===== config.mk =====
export PLATFORM = sky130hd
export DESIGN_NAME = apb_irq_ack_ctrl
export DESIGN_NICKNAME = d
export VERILOG_FILES = /design/src/rtl/apb_irq_ack_ctrl.sv
export SDC_FILE = /design/constraint.sdc
export NUM_CORES = 1
export LEC_CHECK = 0
export BUFFER_PORTS_ARGS = -buffer_cell sky130_fd_sc_hd__buf_4
export CELL_PAD_IN_SITES_DETAIL_PLACEMENT = 0
export CELL_PAD_IN_SITES_GLOBAL_PLACEMENT = 2
export CORE_MARGIN = 2
export CORE_UTILIZATION = 35
export DETAILED_ROUTE_END_ITERATION = 6
export GPL_ROUTABILITY_DRIVEN = 1
export HOLD_SLACK_MARGIN = 0.03
export PLACE_DENSITY_LB_ADDON = 0.1
export SETUP_SLACK_MARGIN = 0.4
export SLEW_MARGIN = 5
export SYNTH_ARGS = -nofsm -noshare
export SYNTH_HDL_FRONTEND = slang
export SYNTH_SLANG_ARGS = --single-unit
export TNS_END_PERCENT = 10

===== constraint.sdc =====
create_clock -name i_clk -period 3.75 [get_ports i_clk]
set_clock_uncertainty 0.05 [all_clocks]
set_input_delay 0.1875 -clock i_clk [delete_from_list [all_inputs] [get_ports i_clk]]
set_output_delay 0.1875 -clock i_clk [all_outputs]
set_load 0.05 [all_outputs]

===== src/rtl/apb_irq_ack_ctrl.sv =====
// Consumer-side service sequencer for the APB interrupt arbiter: raises a host
// interrupt, waits for done or timeout, then pulses the acknowledge word back.
module apb_irq_ack_ctrl #(
   parameter int         TIMEOUT_CYC  = 6_000_000,
   parameter int         ACK_PULSE    = 4,
   parameter int         RELEASE_MAX  = 16,
   parameter logic [7:0] EN_MASK_INIT = 8'h07
) (
   input  logic        i_clk,
   input  logic        i_rst,
   input  logic [7:0]  i_irq_sel,
   input  logic        i_irq_en,
   input  logic        i_cfg_wr,
   input  logic [7:0]  i_cfg_en,
   input  logic        i_host_done,
   output logic        o_host_irq,
   output logic [2:0]  o_host_src,
   output logic [31:0] o_irq_ack,
   output logic        o_busy,
   output logic [15:0] o_svc_cnt,
   output logic [15:0] o_timeout_cnt,
   output logic        o_err
);

   localparam int TW = $clog2(TIMEOUT_CYC);
   localparam int AW = $clog2(ACK_PULSE);
   localparam int RW = $clog2(RELEASE_MAX) + 1;

   typedef enum logic [1:0] {IDLE, WAIT_HOST, ACK, RELEASE} state_t;

   state_t        state_reg, state_next;
   logic [TW-1:0] tmr_reg;
   logic [AW-1:0] ack_cnt_reg;
   logic [RW-1:0] rel_cnt_reg;
   logic [7:0]    sel_q_reg;
   logic [7:0]    en_mask_reg;
   logic          ack_bit_reg;
   logic [7:0]    ack_src_reg;
   logic          host_irq_reg;
   logic [2:0]    host_src_reg;
   logic          busy_reg;
   logic [15:0]   svc_cnt_reg;
   logic [15:0]   timeout_cnt_reg;
   logic          err_reg;

   logic          sel_onehot;
   logic [2:0]    sel_idx;
   logic          accept, bad_sel, svc_inc, to_inc, rel_err;

   assign sel_onehot = (i_irq_sel != 8'd0) && ((i_irq_sel & (i_irq_sel - 8'd1)) == 8'd0);

   always_comb begin
      sel_idx = 3'd0;
      for (int i = 0; i < 8; i++) begin
         if (i_irq_sel[i]) sel_idx = sel_idx | 3'(i);
      end
   end

   always_comb begin
      state_next = state_reg;
      accept     = 1'b0;
      bad_sel    = 1'b0;
      svc_inc    = 1'b0;
      to_inc     = 1'b0;
      rel_err    = 1'b0;
      case (state_reg)
         IDLE: begin
            if (i_irq_en) begin
               if (sel_onehot) begin
                  accept     = 1'b1;
                  state_next = WAIT_HOST;
               end else begin
                  bad_sel = 1'b1;
               end
            end
         end
         WAIT_HOST: begin
            // Done wins over a coincident expiry.
            if (i_host_done) begin
               svc_inc    = 1'b1;
               state_next = ACK;
            end else if (tmr_reg == TW'(TIMEOUT_CYC - 1)) begin
               to_inc     = 1'b1;
               state_next = ACK;
            end
         end
         ACK: begin
            if (ack_cnt_reg == AW'(ACK_PULSE - 1)) state_next = RELEASE;
         end
         RELEASE: begin
            if (!i_irq_en) begin
               state_next = IDLE;
            end else if (rel_cnt_reg == RW'(RELEASE_MAX - 1)) begin
               rel_err    = 1'b1;
               state_next = IDLE;
            end
         end
         default: state_next = IDLE;
      endcase
   end

   always_ff @(posedge i_clk or posedge i_rst) begin
      if (i_rst) begin
         state_reg       <= IDLE;
         tmr_reg         <= '0;
         ack_cnt_reg     <= '0;
         rel_cnt_reg     <= '0;
         sel_q_reg       <= 8'd0;
         en_mask_reg     <= EN_MASK_INIT;
         ack_bit_reg     <= 1'b0;
         ack_src_reg     <= 8'd0;
         host_irq_reg    <= 1'b0;
         host_src_reg    <= 3'd0;
         busy_reg        <= 1'b0;
         svc_cnt_reg     <= 16'd0;
         timeout_cnt_reg <= 16'd0;
         err_reg         <= 1'b0;
      end else begin
         state_reg <= state_next;

         if (accept)                      tmr_reg <= '0;
         else if (state_reg == WAIT_HOST) tmr_reg <= tmr_reg + TW'(1);

         ack_cnt_reg <= (state_reg == ACK)     ? ack_cnt_reg + AW'(1) : '0;
         rel_cnt_reg <= (state_reg == RELEASE) ? rel_cnt_reg + RW'(1) : '0;

         if (accept) begin
            sel_q_reg    <= i_irq_sel;
            host_src_reg <= sel_idx;
         end

         if (i_cfg_wr) en_mask_reg <= i_cfg_en;

         // Output flags follow the next state so they line up with it.
         host_irq_reg <= (state_next == WAIT_HOST);
         busy_reg     <= (state_next != IDLE);
         ack_bit_reg  <= (state_next == ACK);
         ack_src_reg  <= (state_next == ACK) ? sel_q_reg : 8'd0;

         if (svc_inc && svc_cnt_reg != 16'hFFFF)        svc_cnt_reg     <= svc_cnt_reg + 16'd1;
         if (to_inc && timeout_cnt_reg != 16'hFFFF)     timeout_cnt_reg <= timeout_cnt_reg + 16'd1;
         if (bad_sel || rel_err)                        err_reg         <= 1'b1;
      end
   end

   assign o_host_irq    = host_irq_reg;
   assign o_host_src    = host_src_reg;
   assign o_irq_ack     = {15'd0, en_mask_reg, ack_bit_reg, ack_src_reg};
   assign o_busy        = busy_reg;
   assign o_svc_cnt     = svc_cnt_reg;
   assign o_timeout_cnt = timeout_cnt_reg;
   assign o_err         = err_reg;

endmodule


# == Word level (Yosys, flattened, before mapping) ==
# Index checks and enable logic that the tools add are counted.
# W data, S select, Z words.
# op_classes
n_bitwise,1
addsub,6
n_reduce_logical,9
eq_ne,10
mux,34
# op_table
operator,count
$mux W23,2
$add A16 B1 Y16 const B,2
$ne A16 B16 Y1 const B,2
$add A23 B1 Y23 const B,1
$eq A23 B23 Y1 const B,1
$mux W2,10
$mux W1,15
$mux W3,4
$and A8 B8 Y8,1
$eq A2 B2 Y1 const B,4
$logic_not A8 Y1,1
$mux W8,1
$pmux W2 S4,1
$reduce_bool A8 Y1,1
$sub A8 B1 Y8 const B,1
$add A5 B1 Y5 const B,1
$eq A5 B4 Y1 const B,1
$mux W5,1
$eq A2 B1 Y1 const B,2
$reduce_bool A2 Y1,2
$logic_and A1 B1 Y1,3
$add A2 B1 Y2 const B,1
$logic_not A2 Y1,1
$logic_or A1 B1 Y1,1
# totals
out_inout_bits,70
register_bits,95
inputBits,21

# == Depth between registers and ports, before layout ==
# Gate-level depths: netlist (run 1).
# depth
ltp_word,9
depth_mapped,8

# == Least setup slack after synthesis (run 1) ==
# OpenSTA, ideal clock, no wires.
# synth_timing
path_type,flip-flop to flip-flop
startpoint,"register svc_cnt_reg[0], in the netlist o_svc_cnt[0]"
endpoint,"register svc_cnt_reg[7], in the netlist o_svc_cnt[7]"
t_arrival_ns,1.875
path_stages_with_launch,8
setup_slack_ns,1.684
n_path_buf,0
path_cell_list,dfrtp_1 ha_1 nand3_1 nor3_1 a21oi_1 and2_1 nand4_1 xnor2_1
# synth_between
elab_chain_cells,2
word_cells_on_any_way,3
classes_between,1 x add/sub; 1 x eq/ne; 1 x reduce/logical
# synth_lines
element,line,rtl
"start, declared",42,logic [15:0] svc_cnt_reg;
"start signal, assigned",140,if (svc_inc && svc_cnt_reg != 16'hFFFF) svc_cnt_reg <= svc_cnt_reg + 16'd1;
"parallel branches: the longest is 2 deep, another holds $add A16 B1 Y16",--,
# Parallel ways; which one is timed is not known.
# A chain may end at the register's enable or synchronous reset.

# == Worst setup path in the final report (run 1) ==
# layout_timing
startpoint,register state_reg[0]
endpoint,"register timeout_cnt_reg[10], in the netlist o_timeout_cnt[10]"
# layout_between
elab_chain_cells,3
# layout_lines
element,line,rtl
"start, declared",31,"state_t state_reg, state_next;"
"start signal, assigned",119,state_reg <= state_next;
$eq A2 B1 Y1,66,case (state_reg)
$mux W1,66,
$logic_and A1 B1 Y1,141,if (to_inc && timeout_cnt_reg != 16'hFFFF) timeout_cnt_reg <= timeout_cnt_reg + 16'd1;
"end signal, assigned",141,
"end, declared",43,logic [15:0] timeout_cnt_reg;
# No other way between the ends.

==> results.yml, run 1 <==
pwr:
  power_density_nw_per_um2: 541
  p_leak_nw: 2.51
  switching_share_pct: 33.8
  combPwrFrac_pct: 22.1
  p_int_mw: 1.96
  p_seq_share_pct: 48.2
  p_clk_share_pct: 29.8
  max-vdd-ir-drop_mv: 0.235
  switching_power_mw: 1.00
setup_path:
  cpPeakStageDelay_ps: 790
  start_kind: "flip-flop"
  path_class: "reg2reg"
  critPathMaxFanout: 22
  critPathArrivalTime_ps: 2870
  end_kind: "flip-flop"
  regToRegStartpoint: "state_reg[0]$_DFF_PP0_"
  required_ps: 3960
  crit_slowest_cell: "dfrtp_1"
  crit_start: "state_reg[0]$_DFF_PP0_"
  r2r_setup_slack_ps: 1090
  path_cells: "and2b_2 -> or2b_2 -> nor3b_4 -> and4_2 -> xor2_1"
yosys:
  synth_area_sq_um: 4420
  yosysTopAreaCell: "dfrtp_1"
  netlist_instances: 398
  seq_area_frac_synth_pct: 53.9
  synth_common_cells: "dfrtp_1 (92), nand2_1 (36), o21ai_0 (25)"
  synth_edf_count: 0
  ys_ff_latch: 95
  syn_avg_cell_area_sq_um: 11.1
  yosysMostFrequentCell: "dfrtp_1"
  netlist_top_cells_area: "dfrtp_1 (52%), mux2_2 (5.4%), xnor2_1 (4.4%)"
  synth_cell_types: 47
  ys_dominant_reg_cell: "dfrtp_1"
  synth_top_cell_area_share_pct: 52.1
  ys_warn_count: 0
  synth-async-reset-ratio_pct: 100
clocking:
  tritoncts: "built"
  clk_path_buf_depth: 2
  cts_resized: 0
  htreeDepth: 3
  cts_root_buf: "clkbuf_16"
  clk_pin_slew_ps: 60
  cts_made_buffers: 9
  clock_latency_ps: 340
  clock_sinks: 95
floorplanning:
  rows: 41
  ios: 91
  die_w_um: 116
  die_area_sq_um: 13500
  core_sq_um: 12500
  dieHeight_um: 116
  initial_core_util_pct: 35.4
routing:
  drt-total-wl_um: 9420
  drtIter0Drc: 150
  ant_nets: 0
  drt_first_pass_iters: 4
  route.detailed.drc: 0
  vias: 3176
  viasPerCell: 4.81
  avgRoutedWirePerCell_um: 14.3
timing:
  finalCritPeriodShare_pct: 70.9
  layout_min_cycle_time_ps: 2660
  setup_tns_ps: 0
  slew_violations: 0
  rsz0062_at_grt: "false"
  fmax_ghz: 0.376
  setup_ws_ps: 1090
  setup_viol: 0
  hold_ws_ps: 61.8
  tightest_slew_ps: 800
  max-slew-margin-rel_pct: 46.5
  final-hold-violation-count: 0
global_routing:
  grt_pass1_vias: 3172
  grt_max_degree: 52
  antenna_found_initial: 0
  gr-total-overflow: 0
  grt_pass1_wl_um: 16000
  track_usage_pct: 15.1
place:
  pre_cts_ws_ps: 1060
  hpwl_um: 6440
  io_buffers: 75
  place_congestion: 0.752
  postPlaceCellArea_sq_um: 5100
layout:
  antenna_cells: 0
  area_delta_synth_final_pct: 24.1
  drive_gt1_share_pct: 27.5
  fillCellCount: 1217
  largest_reg_flops: 23
  nets: 510
  design_area_sq_um: 5480
min_path:
  hold_class: "in2reg"
  hold_start: "i_irq_sel[6]"
status:
  status: "finished, final reports clean"
job:
  cap_violations: 0
-- critical path, delay by kind of cell (launching register included) --
family | cells | cell delay (ps)
XOR/XNOR | 1 | 160
flip-flops | 1 | 790
AND/OR/NAND/NOR | 4 | 1570
-- power by group through the flow --
stage               Clock [mW]  Combinational, mW  Sequential, mW
detailed placement           0              0.656            1.44
CTS                      0.919              0.664            1.43
global placement             0              0.653            1.44
floorplan                    0              0.360            1.53
finish                   0.881              0.654            1.43
global route             0.950              0.721            1.47
-- logic make-up (layout without fill, tap and decap cells) --
family | Yosys count | in the layout | share of synthesized area, %
AOI/OAI and AO/OA | 52 | 52 | 7.79
xor gates and xnor gates | 32 | 32 | 6.35
other | 1 | 15 | 0.0849
buffers and inverters | 33 | 109 | 4.56
adders and majority gates | 6 | 6 | 1.70
and+or+nand+nor | 155 | 155 | 19.6
muxes | 24 | 24 | 6.03
DFF | 95 | 95 | 53.9
-- cell type report --
cell class              count  area (sq um)  share of cell area [%]
well taps                 172           215                    3.93
clock buffers              14           274                    5.00
inverters                   7          27.5                   0.502
flip-flops and latches     95          2380                    43.5
repair buffers             86           681                    12.4
multi-input cells         284          1890                    34.4
clock inverters             2          13.8                   0.251
-- repair_timing --
item,in CTS,in global routing
buffers inserted,0,0
hold buffers,9,0
endpoints found under the hold margin,52,0
-- layout by cell type, fill, tap and decap left out, types with 4 or more instances in the layout --
cell type | netlist | final
dfrtp_1 | 92 | 92
buf_4 | 18 | 76
nand2_1 | 36 | 36
o21ai_0 | 25 | 25
nor2_1 | 24 | 24
xnor2_1 | 22 | 22
mux2_2 | 21 | 21
nand3_1 | 21 | 21
conb_1 | 1 | 15
o311ai_0 | 14 | 14
and2_1 | 11 | 11
nand4_1 | 11 | 11
xor2_1 | 10 | 10
and4_1 | 9 | 9
clkbuf_16 | 0 | 9
dlygate4sd3_1 | 0 | 9
inv_1 | 7 | 6
ha_1 | 6 | 6
and3_1 | 5 | 5
or2_2 | 5 | 5
nor2b_1 | 4 | 4
nand2b_1 | 4 | 4
nor3_1 | 4 | 4
-- final timing paths --
path,depth (start not counted),to
worst min-delay path,2,sel_q_reg[6]$_DFFE_PP0P_
worst max-delay path,5,o_timeout_cnt[10]$_DFFE_PP0P_
min in group asynchronous,3,ack_src_reg[1]$_DFF_PP0_
worst max register to register,5,o_timeout_cnt[10]$_DFFE_PP0P_
worst min register to register,1,ack_cnt_reg[0]$_DFF_PP0_
max in group asynchronous,4,en_mask_reg[2]$_DFFE_PP1P_
-- layer usage --
metal | GRT usage (%) | wire [um] | vias up
met4 | 6.03 | 169 | 0
met3 | 3.06 | 339 | 13
met1 | 20.6 | 4510 | 1547
li1 | - | - | 1564
met2 | 23.6 | 4400 | 52
met5 | 0 | 0 | -
-- stage by stage --
step                      util, %  instances  power, mW
final                        44.0        660       2.96
after detailed placement     40.9        635       2.10
after global routing         44.0        660       3.14
after global placement       40.9        635       2.09
after CTS                    44.0        660       3.01
after floorplan                 -        412       1.89
(Power assumes the default switching activity.)
==> inputs of run 2 (changes only) <==
--- a/config.mk
+++ b/config.mk
@@ -5,11 +5,12 @@
 export SDC_FILE = /design/constraint.sdc
 export NUM_CORES = 1
 export LEC_CHECK = 0
+export ABC_AREA = 1
 export BUFFER_PORTS_ARGS = -buffer_cell sky130_fd_sc_hd__buf_4
 export CELL_PAD_IN_SITES_DETAIL_PLACEMENT = 0
 export CELL_PAD_IN_SITES_GLOBAL_PLACEMENT = 2
 export CORE_MARGIN = 2
-export CORE_UTILIZATION = 35
+export CORE_UTILIZATION = 33
 export DETAILED_ROUTE_END_ITERATION = 6
 export GPL_ROUTABILITY_DRIVEN = 1
 export HOLD_SLACK_MARGIN = 0.03
==> constraint.sdc (replaced) <==
create_clock -name i_clk -period 2.7 [get_ports i_clk]
set_clock_uncertainty 0.05 [all_clocks]
set_input_delay 0.135 -clock i_clk [delete_from_list [all_inputs] [get_ports i_clk]]
set_output_delay 0.135 -clock i_clk [all_outputs]
set_load 0.05 [all_outputs]
==> run 2 against run 1 <==
  * Sequential power grew 26%
  * Design area grew 14%
  * Setup slack lost 390 ps
  * Critical path type is now in2reg
  * Critical endpoint is now ack_src_reg[3]$_DFF_PP0_
==> results.yml, run 2 <==
setup_path:
  required_ps: 2930
  path_class: "in2reg"
  r2r_cells: 7
  start_kind: "input pin"
  end_kind: "flip-flop"
  timing.rr.end: "o_svc_cnt[13]$_DFFE_PP0P_"
  crit_start: "i_irq_sel[4]"
  r2r_setup_slack_ps: 850
  regToRegStartpoint: "state_reg[1]$_DFF_PP0_"
  critPathMaxFanout: 42
  critPathArrivalTime_ps: 2230
clocking:
  tritoncts: "built"
  clock_latency_ps: 350
  cts_root_buf: "clkbuf_16"
  clk_path_buf_depth: 2
  clk_pin_slew_ps: 70
  cts_resized: 0
  clock_sinks: 95
  cts_made_buffers: 9
  htreeDepth: 3
  cts_hold_buf: 14
  cts_setup_buffers: 0
floorplanning:
  die_w_um: 128
  initial_core_util_pct: 33.7
  dieHeight_um: 128
  rows: 45
  die_area_sq_um: 16500
  core_sq_um: 15100
  ios: 91
layout:
  fillCellCount: 1518
  area_delta_synth_final_pct: 22.7
  finalNonFillerCells: 910
  largest_reg_flops: 23
  nets: 744
  design_area_sq_um: 6270
  finalCoreUtilization_pct: 41.4
  seqCellArea_sq_um: 2380
  final_cell_mix: "nand2_1 (141), dfrtp_1 (92), buf_4 (76)"
  multi_input_area_sq_um: 2300
  layout_commonest_cell: "nand2_1"
  antenna_cells: 0
  drive_gt1_share_pct: 21.1
min_path:
  hold_class: "in2reg"
  min_to: "sel_q_reg[2]$_DFFE_PP0P_"
  hold_start: "i_irq_sel[2]"
  min_path_cells: 3
yosys:
  synth_common_cells: "nand2_1 (141), dfrtp_1 (92), inv_1 (76)"
  ys_warn_count: 0
  synth_cell_types: 39
  synth-async-reset-ratio_pct: 100
  synth_area_sq_um: 5110
  ys_ff_latch: 95
  yosysTopAreaCell: "dfrtp_1"
  yosysMostFrequentCell: "nand2_1"
  synth_edf_count: 0
  seq_area_frac_synth_pct: 46.6
  synth_top_cell_area_share_pct: 45.1
  syn_avg_cell_area_sq_um: 8.19
  netlist_top_cells_area: "dfrtp_1 (45%), nand2_1 (10%), nand3_1 (5.6%)"
  netlist_instances: 624
  ys_dominant_reg_cell: "dfrtp_1"
routing:
  vias: 4139
  drtIter0Drc: 134
  ant_nets: 0
  drt_first_pass_iters: 5
  drt-total-wl_um: 11500
  avgRoutedWirePerCell_um: 12.7
  route.detailed.drc: 0
  viasPerCell: 4.55
pwr:
  power_density_nw_per_um2: 673
  p_total_mw: 4.22
  max-vdd-ir-drop_mv: 0.440
  p_leak_nw: 3.09
job:
  cap_violations: 0
place:
  hpwl_um: 8440
  place_congestion: 0.777
  io_buffers: 75
  postPlaceCellArea_sq_um: 5840
  pre_cts_ws_ps: 800
  post-place-cells: 880
timing:
  fmax_ghz: 0.501
  slew_violations: 0
  final-hold-violation-count: 0
  setup_tns_ps: 0
  setup_ws_ps: 703
  hold_ws_ps: 33.7
  finalCritPeriodShare_pct: 74.0
  setup_viol: 0
  rsz0062_at_grt: "false"
  tightest_slew_ps: 519
  max-slew-margin-rel_pct: 65.4
  layout_min_cycle_time_ps: 2000
global_routing:
  grt_pass1_wl_um: 19500
  gr-total-overflow: 0
  antenna_found_initial: 0
  grt_max_degree: 96
  track_usage_pct: 14.9
  grt_pass1_vias: 3961
status:
  status: "finished, final reports clean"
[run 2: cell families (layout without fill, tap and decap cells)]
logic type / Yosys count / after routing / synth area share [%]
multiplexers: 8 / 8 / 1.76
flip-flops: 95 / 95 / 46.6
AND/OR/NAND/NOR: 333 / 333 / 31.5
other: 1 / 15 / 0.0734
adder cells (fa/ha/maj): 6 / 6 / 1.47
XOR/XNOR: 27 / 27 / 4.63
buffers and inverters: 109 / 193 / 9.31
AO/OA/AOI/OAI: 45 / 45 / 4.60
[run 2: worst max path at each step]
stage | slack [ps] | endpoint | depth (start not counted)
final | 700 | ack_src_reg[3]$_DFF_PP0_ | 12
after global routing | 490 | ack_src_reg[4]$_DFF_PP0_ | 12
after CTS | 690 | ack_src_reg[5]$_DFF_PP0_ | 12
after detailed placement | 800 | o_svc_cnt[13]$_DFFE_PP0P_ | 8
after global placement | 840 | ack_src_reg[2]$_DFF_PP0_ | 11
after floorplan | 750 | o_svc_cnt[13]$_DFFE_PP0P_ | 9
[run 2: critical path: stages]
cell and delay (ps):
dlygate4sd3_1 530, buf_4 140, inv_1 70, nand2_1 70, nor2_1 160, nand2_1 90
nand4_1 90, buf_4 400, nand2_1 90, inv_1 150, nand3_4 180, nor2_2 120
[run 2: cell type report]
cell class / count / area share (%)
clock inverters: 3 / 0.280
repair buffers: 91 / 11.7
inverters: 86 / 5.21
flip-flops and latches: 95 / 38.0
multi-input cells: 434 / 36.8
clock buffers: 13 / 4.31
well taps: 188 / 3.75
[run 2: report_power, final]
part	internal, mW	leakage (nW)	switching, mW	total (mW)
clock network	0.698	0.142	0.554	1.25
logic	0.354	1.76	0.813	1.17
registers	1.62	1.19	0.181	1.80
total	2.67	3.09	1.55	4.22
[run 2: routing by layer]
layer  vias to the layer above  part of all wire [%]  global-route usage [%]
met5                         -                     0                       0
met4                         0                   1.8                    6.21
met3                        12                   2.5                    2.20
met2                        51                    46                    23.4
met1                      1938                    50                    20.7
li1                       2138                     -                       -
==> inputs of run 3 (changes only) <==
==> constraint.sdc (replaced) <==
create_clock -name i_clk -period 1.96 [get_ports i_clk]
set_clock_uncertainty 0.05 [all_clocks]
set_input_delay 0.098 -clock i_clk [delete_from_list [all_inputs] [get_ports i_clk]]
set_output_delay 0.098 -clock i_clk [all_outputs]
set_load 0.05 [all_outputs]
==> run 3 against run 2 <==
  * First-iteration DRC count rose by 22%
  * Largest cell class is now multi-input gates
  * Sequential power rose by 38%
  * Sequential share of layout area fell by 2.6 points
==> results.yml, run 3 (same netlist as run 2, synthesis figures left out) <==
place:
  hpwl_um: 8890
  place_congestion: 0.767
  io_buffers: 75
  postPlaceCellArea_sq_um: 5930
  pre_cts_ws_ps: 104
clocking:
  cts_root_buf: "clkbuf_16"
  cts_made_buffers: 9
  clock_sinks: 95
  clock_latency_ps: 350
  clk_pin_slew_ps: 70
  htreeDepth: 3
  clk_path_buf_depth: 2
  tritoncts: "built"
timing:
  setup_ws_ps: 200
  fmax_ghz: 0.568
  tightest_slew_ps: 663
  setup_tns_ps: 0
  setup_viol: 0
  max-slew-margin-rel_pct: 55.7
  hold_ws_ps: 42.3
  final-hold-violation-count: 0
  layout_min_cycle_time_ps: 1760
  rsz0062_at_grt: "true"
  finalCritPeriodShare_pct: 89.8
  slew_violations: 0
global_routing:
  gr-total-overflow: 0
  track_usage_pct: 16.2
  grt_pass1_vias: 4414
  antenna_found_initial: 0
  grt_pass1_wl_um: 21200
  grt_max_degree: 40
setup_path:
  path_class: "reg2reg"
  r2r_setup_slack_ps: 200
  required_ps: 2140
  end_kind: "flip-flop"
  start_kind: "flip-flop"
  critPathArrivalTime_ps: 1940
  critPathMaxFanout: 6
  r2r_cells: 9
job:
  cap_violations: 0
layout:
  finalCoreUtilization_pct: 44.5
  largest_reg_flops: 23
  drive_gt1_share_pct: 26.4
  design_area_sq_um: 6730
  layout_commonest_cell: "nand2_1"
  nets: 784
  area_delta_synth_final_pct: 31.8
  final_cell_mix: "nand2_1 (138), buf_4 (101), dfrtp_1 (91)"
  antenna_cells: 0
routing:
  drt_first_pass_iters: 4
  route.detailed.drc: 0
  drt-total-wl_um: 12200
  viasPerCell: 4.57
  vias: 4334
  ant_nets: 0
  avgRoutedWirePerCell_um: 12.8
  drtIter0Drc: 164
floorplanning:
  die_area_sq_um: 16500
  die_w_um: 128
  initial_core_util_pct: 33.7
  ios: 91
  core_sq_um: 15100
  rows: 45
  dieHeight_um: 128
status:
  status: "finished, final reports clean"
min_path:
  min_path_cells: 2
  hold_class: "in2reg"
pwr:
  max-vdd-ir-drop_mv: 0.608
  power_density_nw_per_um2: 900
  p_leak_nw: 3.29
## run 3: cell count changes in the layout (fill, tap and decap cells not counted), moves of 4 or more
| cell | before | now |
|---|---|---|
| nor2_1 | 64 | 57 |
| buf_4 | 76 | 101 |
| dlygate4sd3_1 | 14 | 27 |
| nor2_4 | 5 | 9 |
| ha_1 | 6 | 2 |
## run 3: metrics by stage
step                std cells  power [mW]
finish                    949        6.06
global route              949        6.47
CTS                       947        6.12
detailed placement        891        4.18
global placement          891        4.17
floorplan                 638        3.71
## run 3: what timing repair did
| action | CTS | global route |
|---|---|---|
| endpoints found under the setup margin | 71 | 75 |
| pin swaps | 6 | 6 |
| gates resized for setup | 21 | 14 |
| hold endpoints to repair | 43 | 0 |
| hold buffers | 27 | 0 |
| setup buffers | 13 | 2 |
| cloned | 1 | 0 |
## run 3: path summary, 6_finish.rpt
kind,from,endpoint
worst min register to register,ack_cnt_reg[0]$_DFF_PP0_,ack_cnt_reg[0]$_DFF_PP0_
max in group asynchronous,i_rst,o_svc_cnt[4]$_DFFE_PP0P_
min in group asynchronous,i_rst,tmr_reg[14]$_DFFE_PP0P_
worst min-delay path,i_cfg_wr,en_mask_reg[2]$_DFFE_PP1P_
worst max register to register,tmr_reg[1]$_DFFE_PP0P_,o_timeout_cnt[3]$_DFFE_PP0P_
worst max-delay path,tmr_reg[1]$_DFFE_PP0P_,o_timeout_cnt[3]$_DFFE_PP0P_
## run 3: final cells by class
| cell class | count | area (sq um) |
|---|---|---|
| inverter | 86 | 329 |
| multi-input combinational | 435 | 2450 |
| fill | 1537 | 8410 |
| clock inverter | 5 | 35.0 |
| sequential | 95 | 2380 |
| tap | 188 | 235 |
| timing repair buffer | 130 | 1070 |
| clock buffer | 10 | 229 |
## run 3: power breakdown
part           internal (mW)  switching, mW
registers               2.23          0.250
logic                  0.683           1.27
clock network          0.856          0.773
total                   3.77           2.29
## run 3: metal layers
| layer | global-route usage [%] | vias to the layer above | part of all wire [%] |
|---|---|---|---|
| li1 | - | 2231 | - |
| met1 | 21.8 | 2034 | 49 |
| met2 | 26.2 | 58 | 47 |
| met3 | 3.41 | 11 | 2.8 |
| met4 | 5.11 | 0 | 1.3 |
| met5 | 0 | - | 0 |
## run 3: worst max-delay path: stages (launching register included)
cell	delay [ps]
dfrtp_1	380
ha_2	200
nand2_2	80
nor2_4	140
nand2_4	80
nor2_4	120
nand2_4	80
nor2_4	220
nand3_1	120
xor2_1	160
